===== src/rtl/priority_split_arbiter.sv =====
// Two-master fixed-priority bus arbiter with single-outstanding split support.
// A split master is parked until its slave signals resume or a timeout forces release.
module priority_split_arbiter #(
  parameter int SPLIT_TIMEOUT = 1024,
  parameter int CNT_WIDTH     = 11
) (
  input  logic clk,
  input  logic rstn,
  input  logic breq1,
  input  logic breq2,
  input  logic ssplit,
  input  logic split_done,
  output logic bgrant1,
  output logic bgrant2,
  output logic msplit1,
  output logic msplit2,
  output logic msel,
  output logic bus_busy,
  output logic split_timeout_err
);

  typedef enum logic [1:0] {IDLE, GNT1, GNT2} state_e;
  typedef enum logic [1:0] {NONE, M1, M2} owner_e;

  localparam logic [CNT_WIDTH-1:0] CNT_LAST = CNT_WIDTH'(SPLIT_TIMEOUT - 1);

  state_e               state_q, state_d;
  owner_e               owner_q, owner_d;
  logic                 pending_q, pending_d;
  logic [CNT_WIDTH-1:0] cnt_q, cnt_d;
  logic                 timeout_fire;

  logic bgrant1_q, bgrant1_d;
  logic bgrant2_q, bgrant2_d;
  logic msplit1_q, msplit1_d;
  logic msplit2_q, msplit2_d;
  logic msel_q, msel_d;
  logic busy_q, busy_d;
  logic err_q, err_d;

  always_ff @(posedge clk) begin
    if (!rstn) begin
      state_q   <= IDLE;
      owner_q   <= NONE;
      pending_q <= 1'b0;
      cnt_q     <= '0;
      bgrant1_q <= 1'b0;
      bgrant2_q <= 1'b0;
      msplit1_q <= 1'b0;
      msplit2_q <= 1'b0;
      msel_q    <= 1'b0;
      busy_q    <= 1'b0;
      err_q     <= 1'b0;
    end else begin
      state_q   <= state_d;
      owner_q   <= owner_d;
      pending_q <= pending_d;
      cnt_q     <= cnt_d;
      bgrant1_q <= bgrant1_d;
      bgrant2_q <= bgrant2_d;
      msplit1_q <= msplit1_d;
      msplit2_q <= msplit2_d;
      msel_q    <= msel_d;
      busy_q    <= busy_d;
      err_q     <= err_d;
    end
  end

  always_comb begin
    state_d      = state_q;
    owner_d      = owner_q;
    pending_d    = pending_q;
    timeout_fire = 1'b0;

    if (owner_q != NONE && split_done) pending_d = 1'b1;

    // A resume arriving on the limit cycle beats the forced release.
    if (owner_q != NONE && !pending_q && cnt_q == CNT_LAST && !split_done) begin
      timeout_fire = 1'b1;
      owner_d      = NONE;
    end

    unique case (state_q)
      IDLE: begin
        if (owner_q != NONE && pending_q) begin
          state_d   = (owner_q == M1) ? GNT1 : GNT2;
          owner_d   = NONE;
          pending_d = 1'b0;
        end else if (breq1 && owner_q != M1) begin
          state_d = GNT1;
        end else if (breq2 && owner_q != M2) begin
          state_d = GNT2;
        end
      end
      GNT1: begin
        if (ssplit && owner_q == NONE) begin
          state_d = IDLE;
          owner_d = M1;
        end else if (!breq1) begin
          state_d = IDLE;
        end
      end
      GNT2: begin
        if (ssplit && owner_q == NONE) begin
          state_d = IDLE;
          owner_d = M2;
        end else if (!breq2) begin
          state_d = IDLE;
        end
      end
      default: state_d = IDLE;
    endcase

    if (owner_q != NONE && !pending_q && owner_d != NONE)
      cnt_d = (cnt_q == '1) ? cnt_q : cnt_q + 1'b1;
    else
      cnt_d = '0;
  end

  always_comb begin
    bgrant1_d = (state_d == GNT1);
    bgrant2_d = (state_d == GNT2);
    msplit1_d = (owner_d == M1);
    msplit2_d = (owner_d == M2);
    busy_d    = (state_d != IDLE);
    err_d     = timeout_fire;
    msel_d    = msel_q;
    if (state_d == GNT2)      msel_d = 1'b1;
    else if (state_d == GNT1) msel_d = 1'b0;
  end

  assign bgrant1           = bgrant1_q;
  assign bgrant2           = bgrant2_q;
  assign msplit1           = msplit1_q;
  assign msplit2           = msplit2_q;
  assign msel              = msel_q;
  assign bus_busy          = busy_q;
  assign split_timeout_err = err_q;

endmodule


===== config.mk =====
export PLATFORM = sky130hd
export DESIGN_NAME = priority_split_arbiter
export DESIGN_NICKNAME = d
export VERILOG_FILES = /design/src/rtl/priority_split_arbiter.sv
export SDC_FILE = /design/constraint.sdc
export NUM_CORES = 1
export LEC_CHECK = 0
export ABC_AREA = 1
export CAP_MARGIN = 20
export CORE_MARGIN = 2
export CORE_UTILIZATION = 58
export DETAILED_ROUTE_END_ITERATION = 10
export PLACE_DENSITY = 0.89
export SLEW_MARGIN = 40
export SYNTH_ARGS = -nofsm -noshare
export SYNTH_HDL_FRONTEND = slang
export SYNTH_SLANG_ARGS = --single-unit

===== constraint.sdc =====
create_clock -name clk -period 2.9 [get_ports clk]
set_input_delay 0.29 -clock clk [delete_from_list [all_inputs] [get_ports clk]]
set_output_delay 0.29 -clock clk [all_outputs]
set_load 0.03 [all_outputs]

==> key figures <==
Pwr
  – Final Power: 0.609 mW
  – Switching pwr: 0.175 mW
  – P_leak: 0.595 nW
  – Comb power frac: 20.2%
  – Clock share of power: 23.7%
  – Pwr dens: 458 mW/mm^2
  – Net Sw Frac: 28.8%
  – Cell Int Power: 0.434 mW
  – Peak supply drop: 0.375 mV
  – Sequential Power Share: 56.0%

Place
  – Port Buffers: 12
  – Dpl hpwl: 1510 microns
  – GPL Wtd Cong: 0.831
  – Dpl cell area: 0.00130 sq mm

Worst setup path
  – Family with the most delay on the worst path: simple AND/OR/NAND/NOR gates
  – Critical-path cell list: ha_1, nand3_2, nor2_4, nand2_2, nand2_1, nand2_1, nand2_2, nand2_2, nand2_2, nor2_1
  – Data required, critical path: 3.09 ns
  – R2r endpoint: cnt_q[6]$_SDFFE_PN0P_
  – Setup CP Type: register to register
  – Max stage delay on crit path: 0.40 ns
  – Crit end category: register
  – Reg2Reg Setup Slack: 1.18 ns
  – Critical Path Fanout Max: 11
  – Startpoint types: register
  – Worst path bufs/invs: 0
  – Most frequent CP cell: nand2_2
  – Path depth of the worst reg2reg path: 10
  – Slowest library cell on the worst path: dfxtp_1
  – Worst Path Arrival: 1.91 ns
  – Reg2reg start: cnt_q[0]$_SDFFE_PN0P_

Hold path
  – HP Class: register to register
  – Hold Path Depth: 2
  – Hold Path End: pending_q$_SDFF_PN0_
  – Worst hold start: pending_q$_SDFF_PN0_

Synth
  – Synth top area share: 39.7%
  – Syn nets: 168
  – Syn. warnings: 0
  – Cell Area, Synth: 0.00116 sq mm
  – Synthesis-stage register bit count: 23
  – Synth Instances: 158
  – Synth area leader: dfxtp_1
  – Top cells by area in the synthesized netlist: dfxtp_1 40%, nand2_1 10%, inv_1 7.4%, nor2_2 7.0%, nor2_1 6.5%
  – Unique masters post-synth: 22
  – Sequential-to-total area share from yosys stat: 39.7%
  – Post-Syn Area per Cell: 7.35 sq um

Timing
  – Fin. max-slew vios: 0
  – Final setup vio count: 0
  – Final Critical Period: 1.72 ns
  – Slew headroom: 77.9%
  – Hold Fails Final Rpt: 0
  – RSZ-0062 raised after global routing: no
  – Worst Tran Pin Value: 0.330 ns
  – Final period util: 59.2%
  – Layout Skew: 0.0133 ns
  – Max Clk Rate: 0.582 GHz
  – Final TNS setup: 0 ns
  – Hold Slack: 0.550 ns

Floorplanning
  – Die Height: 48.7 microns
  – Core area: 0.00192 sq mm
  – Die width: 48.7 microns
  – Initial core utilization: 60.4%
  – Die Area: 0.00238 sq mm
  – Row count: 16
  – Ports: 13

Routing
  – # DRC: 0
  – Initial drt markers: 20
  – Routed wire length: 1970 microns
  – DRT antenna net count: 0
  – DR WL/cell: 9.84 microns
  – Vias per Instance: 4.68
  – Via count: 935
  – Drt first pass iters: 4

CTS
  – H-tree levels: 1
  – CTS tree: done
  – CTS Hold Buffers Added: 0
  – CTS max path bufs: 2
  – Clock latency on the worst-skew pair: 0.31 ns
  – Worst-path clk slew: 0.13 ns
  – CTS Buf Count: 3
  – Postcts setup bufs: 0
  – Clk sinks: 23
  – Clock root cell: clkbuf_4
  – Post-CTS Resized: 0

Layout
  – N_diodes: 0
  – Layout cells sized above 1: 19.7%
  – Area growth, synth to finish: 14.5%
  – Cell area after layout: 0.00133 sq mm
  – Final net count: 184

Global routing
  – Pin count of the biggest net entering global routing: 13
  – Total GRT Usage: 19.2%
  – First-pass GRT wire length: 3510 microns
  – Initial antenna violation count: 0
  – Grt total ovfl: 0
  – Number of global-route vias before repair: 890

Status
  – Status: complete, no violations

Job
  – Maxcap violations: 0
cells by family after synthesis:
group	count (synthesis)	share of synthesized area (%)
compound gates	8	3.66
xor+xnor	7	5.28
fa+ha+maj	4	4.31
buf+inv	29	10.3
flops	23	39.7
simple gates	87	36.7
final cells by class:
class,instances,area [sq um]
multi-input cells,106,581
repair buffers,12,120
flip-flops and latches,23,460
well taps,27,33.8
inverters,28,109
fillers,166,592
clock buffers,4,26.3
layer usage:
layer | global-route usage (%) | vias to the layer above | share of wire (%) | routed length, microns
met3 | 3.70 | 5 | 2.0 | 39
met4 | 9.05 | 0 | 2.1 | 41
met2 | 35.4 | 11 | 52 | 1020
li1 | - | 508 | - | -
met5 | 0 | - | 0 | 0
met1 | 20.8 | 411 | 44 | 864
power groups by stage:
stage / Clock [mW] / Sequential, mW / Combinational, mW
after global routing: 0.158 / 0.343 / 0.139
after global placement: 0 / 0.348 / 0.117
after detailed placement: 0 / 0.348 / 0.123
after CTS: 0.144 / 0.341 / 0.124
final: 0.144 / 0.341 / 0.123
after floorplan: 0 / 0.369 / 0.0607
flip-flops by register name (all words and copies together), names as in the netlist:
register           cells
cnt_q                 11
owner_q                2
state_q                2
bgrant1                1
bgrant2                1
bus_busy               1
msel                   1
msplit1                1
msplit2                1
pending_q              1
split_timeout_err      1
worst max path at each step:
stage                            end  depth (start not counted)  slack, ns             startpoint
6_report       cnt_q[6]$_SDFFE_PN0P_                         10       1.18  cnt_q[0]$_SDFFE_PN0P_
5_1_grt        cnt_q[6]$_SDFFE_PN0P_                         10       1.05  cnt_q[0]$_SDFFE_PN0P_
4_1_cts        cnt_q[6]$_SDFFE_PN0P_                         10       1.16  cnt_q[0]$_SDFFE_PN0P_
3_5_place_dp       msel$_SDFFE_PN0P_                         10       0.91                  breq2
3_3_place_gp       msel$_SDFFE_PN0P_                         11       1.01                  breq2
2_1_floorplan      msel$_SDFFE_PN0P_                         11       1.43  owner_q[0]$_SDFF_PN0_
placed cells by master, fill, tap and decap left out:
cell              n
nand2_1          31
inv_1            23
dfxtp_1          23
nor2_1           20
nor2_2           13
clkdlybuf4s50_1  12
nand2_2          10
nand3_1           6
o21ai_0           5
xor2_1            5
ha_1              4
nand3_2           3
clkbuf_4          3
inv_2             2
nand4_1           2
xnor2_1           2
a21oi_1           2
a21boi_0          1
nor2_4            1
clkinv_1          1
inv_4             1
clkinv_2          1
nor3b_1           1
clkbuf_1          1
per-stage QoR:
stage / utilization, % / std cells / worst slack (ns)
2_1_floorplan: - / 158 / 1.43
3_3_place_gp: 67.8 / 196 / 1.01
3_5_place_dp: 67.8 / 196 / 0.913
4_1_cts: 69.2 / 200 / 1.16
5_1_grt: 69.2 / 200 / 1.05
6_report: 69.2 / 200 / 1.18
Yosys cell counts:
cell type,instances
clkinv_2,1
dfxtp_1,23
buf_6,1
xor2_1,5
inv_2,2
inv_1,23
nor3b_1,1
nor2_2,13
nor2_1,20
o21ai_0,5
nand2_1,31
xnor2_1,2
nand4_1,2
clkinv_1,1
nand3_2,3
a21oi_1,2
nor2_4,1
ha_1,4
a21boi_0,1
nand3_1,6
inv_4,1
nand2_2,10
worst min-delay path, cell delays in order (launching register included):
cell,delay [ns]
dfxtp_1,0.35
a21oi_1,0.11
nor2_1,0.05
Power figures use the tool's default switching activity.
